[config.mk]
export PLATFORM = sky130hd
export DESIGN_NAME = zet_front_fifo_flat
export DESIGN_NICKNAME = d
export VERILOG_FILES = /design/src/rtl/zet_front_fifo_if.sv /design/src/rtl/zet_front_fifo.sv /design/src/flat_wrapper.sv
export SDC_FILE = /design/constraint.sdc
export NUM_CORES = 1
export LEC_CHECK = 0
export BUFFER_PORTS_ARGS = -buffer_cell sky130_fd_sc_hd__buf_2
export CAP_MARGIN = 15
export CORE_MARGIN = 3
export CORE_UTILIZATION = 34
export DETAILED_ROUTE_END_ITERATION = 6
export SLEW_MARGIN = 20
export SYNTH_ARGS = -nofsm -noshare
export SYNTH_HDL_FRONTEND = slang
export SYNTH_SLANG_ARGS = --single-unit
[constraint.sdc]
create_clock -name clk -period 4.1 [get_ports clk]
set_input_delay 0.82 -clock clk [delete_from_list [all_inputs] [get_ports clk]]
set_output_delay 0.82 -clock clk [all_outputs]
set_load 0.01 [all_outputs]
[src/rtl/zet_front_fifo_if.sv]
// Front-end FIFO bus between the prefetch stage (writer) and the instruction decoder (reader).
// master drives writes/pops/flush; slave is the FIFO itself.
interface zet_front_fifo_if #(
  parameter int unsigned DEPTH_LOG2 = 3
);
  logic                  flush;
  logic                  wr_fifo;
  logic [15:0]           fifo_dat_i;
  logic [15:0]           fifo_ip_i;
  logic                  fifo_odd_i;
  logic                  fifo_full;
  logic [7:0]            byte_o;
  logic [15:0]           byte_ip_o;
  logic                  byte_vld_o;
  logic                  byte_rd_i;
  logic [DEPTH_LOG2:0]   level_o;

  modport master (
    output flush, wr_fifo, fifo_dat_i, fifo_ip_i, fifo_odd_i, byte_rd_i,
    input  fifo_full, byte_o, byte_ip_o, byte_vld_o, level_o
  );

  modport slave (
    input  flush, wr_fifo, fifo_dat_i, fifo_ip_i, fifo_odd_i, byte_rd_i,
    output fifo_full, byte_o, byte_ip_o, byte_vld_o, level_o
  );
endinterface

[src/rtl/zet_front_fifo.sv]
// Prefetch word FIFO that presents queued 16-bit instruction words to the decoder one byte at a time.
// Odd-address words carry only their upper byte.
module zet_front_fifo #(
  parameter int unsigned DEPTH_LOG2 = 3
) (
  input logic             clk,
  input logic             rst,
  zet_front_fifo_if.slave bus
);
  localparam int unsigned Depth = 2 ** DEPTH_LOG2;
  localparam logic [DEPTH_LOG2:0] DepthCnt = (DEPTH_LOG2 + 1)'(Depth);

  // Entry storage is never cleared; count/pointers decide what is live.
  logic [15:0] dat_q [Depth];
  logic [15:0] ip_q  [Depth];
  logic        odd_q [Depth];

  logic [DEPTH_LOG2-1:0] wr_ptr_q, wr_ptr_d;
  logic [DEPTH_LOG2-1:0] rd_ptr_q, rd_ptr_d;
  logic [DEPTH_LOG2:0]   count_q, count_d;
  logic                  h_q, h_d;

  logic        full, vld, sel;
  logic        wr_en, pop, pop_word;
  logic [15:0] head_dat, head_ip;
  logic        head_odd;

  always_comb begin
    full     = (count_q == DepthCnt);
    vld      = (count_q != '0);
    head_dat = dat_q[rd_ptr_q];
    head_ip  = ip_q[rd_ptr_q];
    head_odd = odd_q[rd_ptr_q];
    sel      = h_q | head_odd;
    wr_en    = bus.wr_fifo & ~full & ~bus.flush;
    pop      = bus.byte_rd_i & vld;
    pop_word = pop & sel;
  end

  always_comb begin
    bus.fifo_full  = full;
    bus.byte_vld_o = vld;
    bus.level_o    = count_q;
    bus.byte_o     = 8'h00;
    bus.byte_ip_o  = 16'h0000;
    if (vld) begin
      bus.byte_o    = sel ? head_dat[15:8] : head_dat[7:0];
      bus.byte_ip_o = head_ip + 16'(h_q);
    end
  end

  always_comb begin
    wr_ptr_d = wr_ptr_q;
    rd_ptr_d = rd_ptr_q;
    count_d  = count_q;
    h_d      = h_q;
    if (bus.flush) begin
      wr_ptr_d = '0;
      rd_ptr_d = '0;
      count_d  = '0;
      h_d      = 1'b0;
    end else begin
      if (wr_en) wr_ptr_d = wr_ptr_q + DEPTH_LOG2'(1);
      if (pop_word) rd_ptr_d = rd_ptr_q + DEPTH_LOG2'(1);
      // Low half consumed: stay on this word; high half consumed: word is gone.
      if (pop) h_d = ~sel;
      unique case ({wr_en, pop_word})
        2'b10:   count_d = count_q + (DEPTH_LOG2 + 1)'(1);
        2'b01:   count_d = count_q - (DEPTH_LOG2 + 1)'(1);
        default: count_d = count_q;
      endcase
    end
  end

  always_ff @(posedge clk or negedge rst) begin
    if (!rst) begin
      wr_ptr_q <= '0;
      rd_ptr_q <= '0;
      count_q  <= '0;
      h_q      <= 1'b0;
    end else begin
      wr_ptr_q <= wr_ptr_d;
      rd_ptr_q <= rd_ptr_d;
      count_q  <= count_d;
      h_q      <= h_d;
    end
  end

  always_ff @(posedge clk) begin
    if (wr_en) begin
      dat_q[wr_ptr_q] <= bus.fifo_dat_i;
      ip_q[wr_ptr_q]  <= bus.fifo_ip_i;
      odd_q[wr_ptr_q] <= bus.fifo_odd_i;
    end
  end
endmodule

[src/flat_wrapper.sv]
// flat-port wrapper written by rule: the top's interface ports become plain ports
module zet_front_fifo_flat 
#(
  parameter int unsigned DEPTH_LOG2 = 3
)
  (clk, rst, bus_flush, bus_wr_fifo, bus_fifo_dat_i, bus_fifo_ip_i, bus_fifo_odd_i, bus_byte_rd_i, bus_fifo_full, bus_byte_o, bus_byte_ip_o, bus_byte_vld_o, bus_level_o);
  zet_front_fifo_if #(.DEPTH_LOG2(DEPTH_LOG2)) bus_i ();
  input logic clk;
  input logic rst;
  input wire logic [$bits(bus_i.flush)-1:0] bus_flush;
  input wire logic [$bits(bus_i.wr_fifo)-1:0] bus_wr_fifo;
  input wire logic [$bits(bus_i.fifo_dat_i)-1:0] bus_fifo_dat_i;
  input wire logic [$bits(bus_i.fifo_ip_i)-1:0] bus_fifo_ip_i;
  input wire logic [$bits(bus_i.fifo_odd_i)-1:0] bus_fifo_odd_i;
  input wire logic [$bits(bus_i.byte_rd_i)-1:0] bus_byte_rd_i;
  output wire logic [$bits(bus_i.fifo_full)-1:0] bus_fifo_full;
  output wire logic [$bits(bus_i.byte_o)-1:0] bus_byte_o;
  output wire logic [$bits(bus_i.byte_ip_o)-1:0] bus_byte_ip_o;
  output wire logic [$bits(bus_i.byte_vld_o)-1:0] bus_byte_vld_o;
  output wire logic [$bits(bus_i.level_o)-1:0] bus_level_o;
  assign bus_i.flush = bus_flush;
  assign bus_i.wr_fifo = bus_wr_fifo;
  assign bus_i.fifo_dat_i = bus_fifo_dat_i;
  assign bus_i.fifo_ip_i = bus_fifo_ip_i;
  assign bus_i.fifo_odd_i = bus_fifo_odd_i;
  assign bus_i.byte_rd_i = bus_byte_rd_i;
  assign bus_fifo_full = bus_i.fifo_full;
  assign bus_byte_o = bus_i.byte_o;
  assign bus_byte_ip_o = bus_i.byte_ip_o;
  assign bus_byte_vld_o = bus_i.byte_vld_o;
  assign bus_level_o = bus_i.level_o;
  zet_front_fifo #(.DEPTH_LOG2(DEPTH_LOG2)) u_core (.clk(clk), .rst(rst), .bus(bus_i));
endmodule
Word-level counts from Yosys, hierarchy flattened
Memory sizes are Yosys's and may differ from the RTL's.
Cells that the tools add are included.
{"block": "totals", "regBits": 11, "latchBits": 0, "mem_bits_rw": 264, "romBits": 0, "input_bits": 38, "out_inout_bits": 30, "wordCells": 41, "memories": 3}
{"memory": "u_core.dat_q", "words": 8, "word_bits": 16, "read_ports": 1, "rd_ports_with_merged_regs": 0, "write_ports": 1, "line_no": "zet_front_fifo.sv:14", "rtl": "logic [15:0] dat_q [Depth];"}
{"memory": "u_core.ip_q", "words": 8, "word_bits": 16, "read_ports": 1, "rd_ports_with_merged_regs": 0, "write_ports": 1, "line_no": "zet_front_fifo.sv:15", "rtl": "logic [15:0] ip_q [Depth];"}
{"memory": "u_core.odd_q", "words": 8, "word_bits": 1, "read_ports": 1, "rd_ports_with_merged_regs": 0, "write_ports": 1, "line_no": "zet_front_fifo.sv:16", "rtl": "logic odd_q [Depth];"}
{"block": "op_classes", "n_addsub": 5, "n_mul": 0, "div_mod_pow": 0, "n_lt_le_gt_ge": 0, "n_eq_ne": 3, "shifts": 0, "muxes": 13, "n_bitwise": 8, "n_reduce_logical": 5}
{"operator": "$add A16 B1 Y16", "count": 1}
{"operator": "$mux W16", "count": 1}
{"operator": "$mux W8", "count": 2}
{"operator": "$mux W3", "count": 4}
{"operator": "$pmux W4 S2", "count": 1}
{"operator": "$add A3 B1 Y3 const B", "count": 2}
{"operator": "$reduce_bool A2 Y1", "count": 3}
{"operator": "$add A4 B1 Y4 const B", "count": 1}
{"operator": "$and A1 B1 Y1", "count": 4}
{"operator": "$eq A4 B4 Y1 const B", "count": 1}
{"operator": "$mux W1", "count": 4}
{"operator": "$mux W4", "count": 1}
{"operator": "$reduce_bool A4 Y1", "count": 1}
{"operator": "$sub A4 B1 Y4 const B", "count": 1}
{"operator": "$not A1 Y1", "count": 3}
{"operator": "$reduce_bool A3 Y1", "count": 1}
{"operator": "$eq A2 B1 Y1 const B", "count": 1}
{"operator": "$eq A2 B2 Y1 const B", "count": 1}
{"operator": "$or A1 B1 Y1", "count": 1}

Longest topological paths before layout
Gate-level depths: netlist of the first run.
{"block": "depth", "ltp_word": 7, "depth_mapped": 14, "depth_no_buf": 10}

Worst setup path before layout of the first run
Ideal clock, no wire load.
{"block": "synth_timing", "path_kind": "input port to flip-flop", "from": "in bus_flush", "to": "mem u_core.dat_q[0][0] (enable)", "setup_ns": 0.464, "arrival_ns": 3.615, "required_ns": 3.636, "setup_slack_ns": 0.020, "stages": 3, "path_buffers": 0, "path_cell_list": "nand2b_1 or3_1 nor3_1"}
{"block": "synth_between", "elab_chain_cells": 4}
{"element": "start, declared", "line_no": "flat_wrapper.sv:10", "rtl": "input wire logic [$bits(bus_i.flush)-1:0] bus_flush;"}
{"element": "$not A1 Y1", "line_no": "zet_front_fifo.sv:35", "rtl": "wr_en = bus.wr_fifo & ~full & ~bus.flush;"}
{"element": "$and A1 B1 Y1", "line_no": "zet_front_fifo.sv:35"}
{"element": "$mux W1", "line_no": "zet_front_fifo.sv:90", "rtl": "if (wr_en) begin"}
{"element": "$mux W1 (not written as such)", "line_no": "zet_front_fifo.sv:91", "rtl": "dat_q[wr_ptr_q] <= bus.fifo_dat_i;"}
{"element": "end, declared", "line_no": "zet_front_fifo.sv:14"}
Every way passes these cells.

Worst setup path in the final report of the first run
{"block": "layout_timing", "from": "reg u_core.rd_ptr_q[0]", "to": "out bus_byte_ip_o[15]"}
{"block": "layout_between", "elab_chain_cells": 3}
{"element": "start, declared", "line_no": "zet_front_fifo.sv:19", "rtl": "logic [DEPTH_LOG2-1:0] rd_ptr_q, rd_ptr_d;"}
{"element": "start signal, assigned", "line_no": "zet_front_fifo.sv:83", "rtl": "rd_ptr_q <= rd_ptr_d;"}
{"element": "$mem_v2 Z8 W16"}
{"element": "$add A16 B1 Y16", "line_no": "zet_front_fifo.sv:48", "rtl": "bus.byte_ip_o = head_ip + 16'(h_q);"}
{"element": "$mux W16", "line_no": "zet_front_fifo.sv:46", "rtl": "if (vld) begin"}
{"element": "end, declared", "line_no": "flat_wrapper.sv:18", "rtl": "output wire logic [$bits(bus_i.byte_ip_o)-1:0] bus_byte_ip_o;"}
Every way passes these cells.

==> summary.md, run 1 <==
| Metric | Value |
|---|---|
| H-Tree Depth | `1` |
| Floorplan row count | `65` |
| Cts bufs inserted | `29` |
| Worst Path Arrival | `3.14 ns` |
| Area grow syn2layout | `16.6%` |
| Via density per instance | `5.03` |
| Worst hold-check path type | `input port to asynchronous set/reset pin` |
| Worst slack at placement | `around 0.094 ns` |
| Fmax | `~250 MHz` |
| Crit Path Max Fanout | `8` |
| Pleak | `~4.2 nW` |
| PD cells | `552 nW/um^2` |
| # IOs | `68` |
| Syn nets | `593` |
| Num Clock Sinks | `275` |
| Setup CP Type | `register to primary output` |
| Total GRT Usage | `12.9%` |
| Post-route ant nets | `0` |
| Most common cell after layout, fill and taps aside | `edfxtp_1` |
| Fill count | `2875` |
| Multi-input logic area | `~2900 um^2` |
| Period utilisation layout | `a little over nine tenths` |
| Setup crit start | `u_core.rd_ptr_q[0]` |
| DR iter-0 viols | `440` |
| Adder-cell share of the synthesized area | `0.669%` |
| Compound-Gate Fraction of Synth Area | `under 10%` |
| Worst-skew pair later-pin latency | `about 0.54 ns` |
| Post-synth cell types | `46` |
| Pre-antenna DRT Iters | `4` |
| Vias | `roughly 5500` |
| Type of origin of the critical path | `register` |
| CTS tree | `yes` |
| Max capacitance violation total | `0` |
| Drt drc | `0` |
| Clock transition at path regs | `about 0.070 ns` |
| Crit path time final | `between 3 and 4 ns` |
| Post-Synth Simple-Gate Area | `4.89%` |
| Final Skew | `0.0218 ns` |
| Die width | `188 um` |
| Avg Inst Size Synth | `20.4 um^2` |
| Mux cell area share after synthesis | `16.9%` |
| Worst setup margin | `0.143 ns` |
| Worst Max-Slew Pin Slew | `0.786 ns` |
| Drt wl/cell | `about 21 um` |
| Core area | `about 32000 um^2` |
| CP Capture Type | `primary output` |
| GRT overflow | `0` |
| Seq cells post-synth | `275` |
| Critical-path cell list | `mux4_2 > mux2_2 > ha_2 > nand4_1 > a22oi_2 > nand2_2 > or4_4 > a21oi_2 > buf_2` |
| Mapped cell area | `11200 um^2` |
| Post-Route WL | `23100 um` |
| Post-Synthesis Cells | `549` |
| Worst IR Drop VDD | `0.362 mV` |
| Die height | `188 um` |
| R2R Path Start | `u_core.rd_ptr_q[1]` |
| Final Total Pwr | `between 0.007 and 0.008 W` |
| R2R Setup Slk | `0.79 ns` |
| Slew Limit Fails | `0` |
| Net count, final | `just under 700` |
| Largest net degree at the start of global routing | `41` |
| Status | `complete, no violations` |
| Post-cts hold buffer count | `0` |
| Crit-path slowest cell | `dfrtp_4` |
| CP peak stage delay | `0.54 ns` |
| Largest family of logic cells by synthesized area | `multiplexers` |
| Register Area | `8210 um^2` |
| FF-to-FF End | `u_core.bus.level_o[2]` |
| XOR/XNOR share of the synthesized area | `0.937%` |
| Setup violators final | `0` |
| CP Data Required Time | `3.28 ns` |
| GPL Wtd Cong | `0.749` |
| Number of antenna violations at the first check in global routing | `4` |
| CTS max path bufs | `3` |
| Max-Slew Margin vs Limit | `46.8%` |
| Starting Density | `35.0%` |
| IO buf count | `67` |
| Final Hold Vio Count | `0` |
| DP HPWL | `around 13000 um` |
| Share of cells above drive strength 1 | `roughly 30%` |
| Yosys warning count | `0` |
| Setup crit end | `bus_byte_ip_o[15]` |
| Die area | `roughly 35000 um^2` |
| R2r worst-path depth | `9` |
| Vias in the first global route | `5788` |
| CTS Root Cell | `clkbuf_16` |
| First-pass GRT wire length | `35000 um` |
| Most frequent cells in the layout | `edfxtp_1 (264), buf_2 (67), mux4_2 (53), clkbuf_16 (29)` |
| Post-synthesis sequential area ratio | `between 70% and 80%` |
## what timing repair did
item / in CTS / in global routing
buffers inserted: 1 / 0
endpoints found under the hold margin: 0 / 0
pin swaps: 1 / 3
resized for setup: 5 / 7
cloned: 0 / 0
endpoints found under the setup margin: 15 / 12
## worst min-delay path by stage
stage,from,end,slack [ns],cells past startpoint
4_1_cts,rst,u_core.wr_ptr_q[0],0.13,1
3_5_place_dp,u_core.wr_ptr_q[0],u_core.wr_ptr_q[0],0.59,2
3_3_place_gp,u_core.wr_ptr_q[0],u_core.wr_ptr_q[0],0.58,2
6_report,rst,u_core.wr_ptr_q[0],0.15,1
5_1_grt,rst,u_core.wr_ptr_q[0],0.14,1
2_1_floorplan,rst,u_core.bus.level_o[0],0.52,0
## final cells by class
| class | count | area share, % |
|---|---|---|
| Clock buffer | 40 | 6.02 |
| Inverter | 2 | 0.0574 |
| Tap cell | 435 | 4.16 |
| Timing Repair Buffer | 86 | 4.06 |
| Sequential cell | 275 | 62.8 |
| Multi-Input combinational cell | 247 | 22.3 |
| Clock inverter | 10 | 0.593 |
| Antenna cell | 1 | 0.0191 |
## registers in the layout, indices dropped and copies added, names as in the netlist
register / flops
u_core.bus.level_o: 4
u_core.rd_ptr_q: 3
u_core.wr_ptr_q: 3
u_core.ip_q: 128
u_core.odd_q: 8
u_core.dat_q: 128
u_core.h_q: 1
## critical path, delay by kind of cell, from the launching register on
family | cells | cell delay (ns)
buffers and inverters | 1 | 0.13
adders and majority gates | 1 | 0.19
AOI/OAI and AO/OA | 2 | 0.44
and+or+nand+nor | 3 | 0.81
muxes | 2 | 0.49
DFF | 1 | 0.54
## logic make-up (layout without fill, tap and decap cells)
| group | after synthesis | after routing |
|---|---|---|
| other | 0 | 1 |
| flip-flops | 275 | 275 |
| AND/OR/NAND/NOR | 107 | 107 |
| multiplexers | 91 | 91 |
| AO/OA/AOI/OAI | 31 | 31 |
| buffers and inverters | 27 | 138 |
| XOR/XNOR | 12 | 12 |
| adder cells (fa/ha/maj) | 6 | 6 |
## per-layer routing
| metal | vias up | global-route usage [%] | part of all wire [%] |
|---|---|---|---|
| met4 | 6 | 2.80 | 1.7 |
| li1 | 2463 | - | - |
| met2 | 131 | 22.0 | 50 |
| met5 | - | 0 | 0.13 |
| met1 | 2869 | 17.0 | 43 |
| met3 | 41 | 2.84 | 5.0 |
## synthesized netlist by cell type (all sizes together)
cell | count | area (um^2)
buf | 16 | 148
inv | 2 | 7.51
a31oi | 1 | 6.26
o21ai | 9 | 48.8
xnor2 | 6 | 52.6
o31a | 1 | 8.76
a41oi | 1 | 8.76
a41o | 1 | 10.0
mux2i | 13 | 130
mux2 | 6 | 67.6
nor3 | 9 | 45.0
nand3 | 13 | 65.1
nor3b | 1 | 7.51
nand3b | 3 | 22.5
edfxtp | 264 | 7930
mux4 | 72 | 1690
nor2b | 3 | 18.8
nor2 | 24 | 90.1
nand2 | 20 | 75.1
clkbuf | 9 | 33.8
a32o | 1 | 10.0
o21a | 1 | 7.51
and3 | 3 | 18.8
and3b | 1 | 8.76
nand4 | 4 | 25.0
a22oi | 1 | 12.5
dfrtp | 11 | 275
a21oi | 11 | 55.1
or3 | 3 | 18.8
nor4 | 2 | 12.5
nand2b | 6 | 37.5
and2 | 11 | 68.8
nand4b | 2 | 17.5
or4 | 1 | 7.51
o31ai | 2 | 15.0
nor4b | 1 | 8.76
ha | 6 | 75.1
a21boi | 1 | 7.51
o22ai | 1 | 12.5
xor2 | 6 | 52.6
## power by group
part	switching (W)	internal, W
logic	0.000861	0.000749
clock network	0.000976	0.00139
registers	0.0000663	0.00317
## per-stage QoR
stage | area [um^2] | utilization, % | TNS [ns] | instances | hold slack (ns)
2_1_floorplan | 11200 | - | 0 | 549 | 0.524
3_3_place_gp | 12200 | 37.9 | 0 | 1044 | 0.579
3_5_place_dp | 12200 | 37.9 | 0 | 1044 | 0.586
4_1_cts | 13000 | 40.7 | 0 | 1095 | 0.129
5_1_grt | 13100 | 40.8 | -0.0133 | 1096 | 0.144
6_report | 13100 | 40.8 | 0 | 1096 | 0.154
(Power assumes the default switching activity.)
==> inputs of run 2 (changes only) <==
--- a/config.mk
+++ b/config.mk
@@ -8,7 +8,8 @@
 export BUFFER_PORTS_ARGS = -buffer_cell sky130_fd_sc_hd__buf_2
 export CAP_MARGIN = 15
-export CORE_MARGIN = 3
+export CORE_MARGIN = 2
 export CORE_UTILIZATION = 34
 export DETAILED_ROUTE_END_ITERATION = 6
+export SETUP_SLACK_MARGIN = 0.4
 export SLEW_MARGIN = 20
 export SYNTH_ARGS = -nofsm -noshare
==> constraint.sdc (replaced) <==
create_clock -name clk -period 4.1 [get_ports clk]
set_input_delay 0.82 -clock clk [delete_from_list [all_inputs] [get_ports clk]]
set_output_delay 0.82 -clock clk [all_outputs]
set_load 0.05 [all_outputs]
==> run 2 against run 1 <==
  * Core utilization rose by 1.8 points
  * Global-route usage increased by 1.3 points
  * Die area is 2.1% lower
  * Final cell count rose by 3.8%
  * Worst hold slack got worse by 0.023 ns
  * Combinational power grew 66%
  * Non-clock buffer count grew 29
  * Clock power grew 18%
  * Worst setup slack better by 0.028 ns
  * Critical path depth increased by 2
  * Total power rose by 21%
  * Fmax rose by 0.70%
  * Highest routed layer unchanged
==> summary.md, run 2 (synthesis results as in run 1) <==
| Metric | Value |
|---|---|
| Pint | `0.00602 W (+13%)` |
| Clock transition at path regs | `0.06 ns (about the same)` |
| Setup violators final | `0 (unchanged)` |
| Most common cell after layout, fill and taps aside | `edfxtp_1` |
| FF-to-FF End | `u_core.bus.level_o[2]` |
| Most frequent CP cell | `buf_6` |
| Via density per instance | `4.98 (-0.98%)` |
| Fmax | `254 MHz (+0.70%)` |
| CP Capture Type | `primary output` |
| Crit-path slowest cell | `dfrtp_4` |
| GPL Wtd Cong | `0.827 (+10%)` |
| Vias in the first global route | `6059 (+4.7%)` |
| Crit path buffers/inverters | `5 (+4)` |
| Worst-skew pair later-pin latency | `0.55 ns (about the same)` |
| H-Tree Depth | `1 (unchanged)` |
| Slew Limit Fails | `0 (unchanged)` |
| Drt drc | `0 (unchanged)` |
| R2r worst-path depth | `10 (+1)` |
| Largest net degree at the start of global routing | `34 (-17%)` |
| Pre-antenna DRT Iters | `5 (+1)` |
| Share of cells above drive strength 1 | `39.8% (+9.2 points)` |
| Setup CP Type | `register to primary output` |
| CTS tree | `yes` |
| Clock power share | `32.1% (-0.7 points)` |
| CP peak stage delay | `0.55 ns (about the same)` |
| Die width | `186 um (-1.1%)` |
| CP Data Required Time | `3.28 ns (about the same)` |
| Die area | `34400 um^2 (-2.1%)` |
| Switching Share | `31.0% (+4.6 points)` |
| Post-Route WL | `24300 um (+5.0%)` |
| CTS max path bufs | `3 (unchanged)` |
| Critical-path cell list | `buf_12 > buf_8 > mux4_2 > nand2_2 > o22ai_4 > buf_6 > buf_6 > nand3_1 > or3_4 > a21oi_4 > buf_6` |
| GRT overflow | `0 (unchanged)` |
| Worst IR Drop VDD | `0.402 mV (+11%)` |
| Crit Path Max Fanout | `8 (unchanged)` |
| DP Area | `12300 um^2 (+1.4%)` |
| Most frequent cells in the layout | `edfxtp_1 (264), mux4_2 (57), buf_2 (46), buf_4 (45), clkbuf_16 (29)` |
| Final Skew | `0.00751 ns (-0.0143 ns)` |
| Setup_tns | `0 ns (unchanged)` |
| R2R Path Start | `u_core.rd_ptr_q[0]` |
| Number of antenna violations at the first check in global routing | `4 (unchanged)` |
| Worst hold-check path type | `input port to asynchronous set/reset pin` |
| Num Clock Sinks | `275 (unchanged)` |
| DP HPWL | `13700 um (+2.7%)` |
| PD cells | `629 nW/um^2 (+14%)` |
| Core area | `32500 um^2 (+1.5%)` |
| R2R Setup Slk | `1.26 ns (+0.47 ns)` |
| # IOs | `68 (unchanged)` |
| Post-route ant nets | `0 (unchanged)` |
| Cts bufs inserted | `29 (unchanged)` |
| Reg power frac | `37.2% (-7.7 points)` |
| CTS Root Cell | `clkbuf_16` |
| Crit path time final | `3.93 ns (-0.0276 ns)` |
| Area grow syn2layout | `23.5%` |
| Die height | `186 um (-1.1%)` |
| RSZ-0062 raised after global routing | `true` |
| Total GRT Usage | `14.2% (+1.3 points)` |
| Drt wl/cell | `21.3 um (+1.2%)` |
| Finished Cell Area | `13900 um^2 (+6.0%)` |
| CP delay by family, top | `buffers and inverters` |
| Final Hold Vio Count | `0 (unchanged)` |
| Starting Density | `34.5% (-0.53 points)` |
| Vias | `5665 (+2.8%)` |
| Setup crit start | `u_core.rd_ptr_q[0]` |
| DR iter-0 viols | `321 (-27%)` |
| Pleak | `4.48 nW (+7.3%)` |
| First-pass GRT wire length | `36400 um (+4.1%)` |
| Period utilisation layout | `95.8% (-0.67 points)` |
| Worst Max-Slew Pin Slew | `0.652 ns (-0.134 ns)` |
| Largest registers | `u_core.dat_q (128), u_core.ip_q (128), u_core.odd_q (8)` |
| Fill count | `2875 (unchanged)` |
| IO buf count | `67 (unchanged)` |
| Max-Slew Margin vs Limit | `56.5% (+9.7 points)` |
| Max capacitance violation total | `0 (unchanged)` |
| Worst Path Arrival | `3.11 ns (-0.03 ns)` |
| Net count, final | `714 (+4.2%)` |
| Post-cts hold buffer count | `0 (unchanged)` |
| NetSw | `0.00270 W (+42%)` |
| Status | `complete, no violations` |
| Combinational group share of total power | `30.7% (+8.4 points)` |
| Floorplan row count | `66 (+1.5%)` |
| Type of origin of the critical path | `register` |
-- run 2: cell count changes in the layout (fill, tap and decap cells not counted), moves of 4 or more --
cell	change
bufinv_16	+5
mux4_2	+4
clkinv_2	+4
nor2_2	+4
clkbuf_1	-8
buf_6	+11
mux4_1	-4
nor3_4	+4
nor2_1	-7
buf_2	-21
buf_4	+32
-- run 2: how the worst max path moves through the flow --
stage          slack (ns)  cells past startpoint           endpoint
2_1_floorplan        0.26                     13  bus_byte_ip_o[14]
3_5_place_dp         0.24                      7      bus_byte_o[5]
6_report             0.17                     11  bus_byte_ip_o[13]
3_3_place_gp         0.30                      7      bus_byte_o[5]
5_1_grt              0.08                      9  bus_byte_ip_o[15]
4_1_cts              0.15                      8   bus_byte_ip_o[8]
-- run 2: final cells by class --
| type | instances | area [um^2] | area share (%) |
|---|---|---|---|
| tap | 442 | 553 | 3.99 |
| multi-input combinational | 247 | 3110 | 22.5 |
| timing repair buffer | 115 | 917 | 6.62 |
| clock buffer | 33 | 771 | 5.56 |
| sequential | 275 | 8210 | 59.3 |
| inverter | 2 | 7.51 | 0.0542 |
| antenna | 3 | 7.51 | 0.0542 |
| clock inverter | 21 | 274 | 1.98 |
-- run 2: repair_timing --
item	4_1_cts	5_1_grt
gates cloned	1	0
setup buffers	11	13
pin swaps	14	15
endpoints found under the setup margin	23	22
gates resized for setup	50	25
-- run 2: worst reg2reg max path, cell delays in order (launching register included) --
cell and delay, ns:
dfrtp_4 0.55, buf_4 0.20, buf_16 0.15, nand3b_1 0.10, a41oi_1 0.13, buf_4 0.18
nor3_1 0.33, ha_1 0.35, or3_1 0.39, a32o_1 0.23, a21oi_1 0.15
-- run 2: per-layer routing --
layer / track usage, % / vias up / share of wire [%]
met1: 17.8 / 2945 / 41
met5: 0 / - / 0.029
met4: 4.60 / 2 / 3.2
met3: 2.52 / 56 / 4.4
li1: - / 2524 / -
met2: 25.1 / 138 / 51
-- run 2: power groups by stage --
stage | Clock (W) | Combinational (W) | Sequential [W]
2_1_floorplan | 0 | 0.00175 | 0.00331
3_3_place_gp | 0 | 0.00228 | 0.00332
3_5_place_dp | 0 | 0.00231 | 0.00333
4_1_cts | 0.00285 | 0.00258 | 0.00325
5_1_grt | 0.00295 | 0.00284 | 0.00326
6_report | 0.00280 | 0.00268 | 0.00325
-- run 2: metrics by stage --
step,cells,utilization [%],worst slack (ns),hold WS [ns],power (W)
after global placement,1056,37.9,0.305,0.580,0.00560
after detailed placement,1056,37.9,0.235,0.605,0.00564
final,1138,42.6,0.171,0.131,0.00872
after global routing,1136,42.6,0.0835,0.129,0.00906
after CTS,1122,41.9,0.150,0.122,0.00868
after floorplan,549,-,0.257,0.524,0.00506
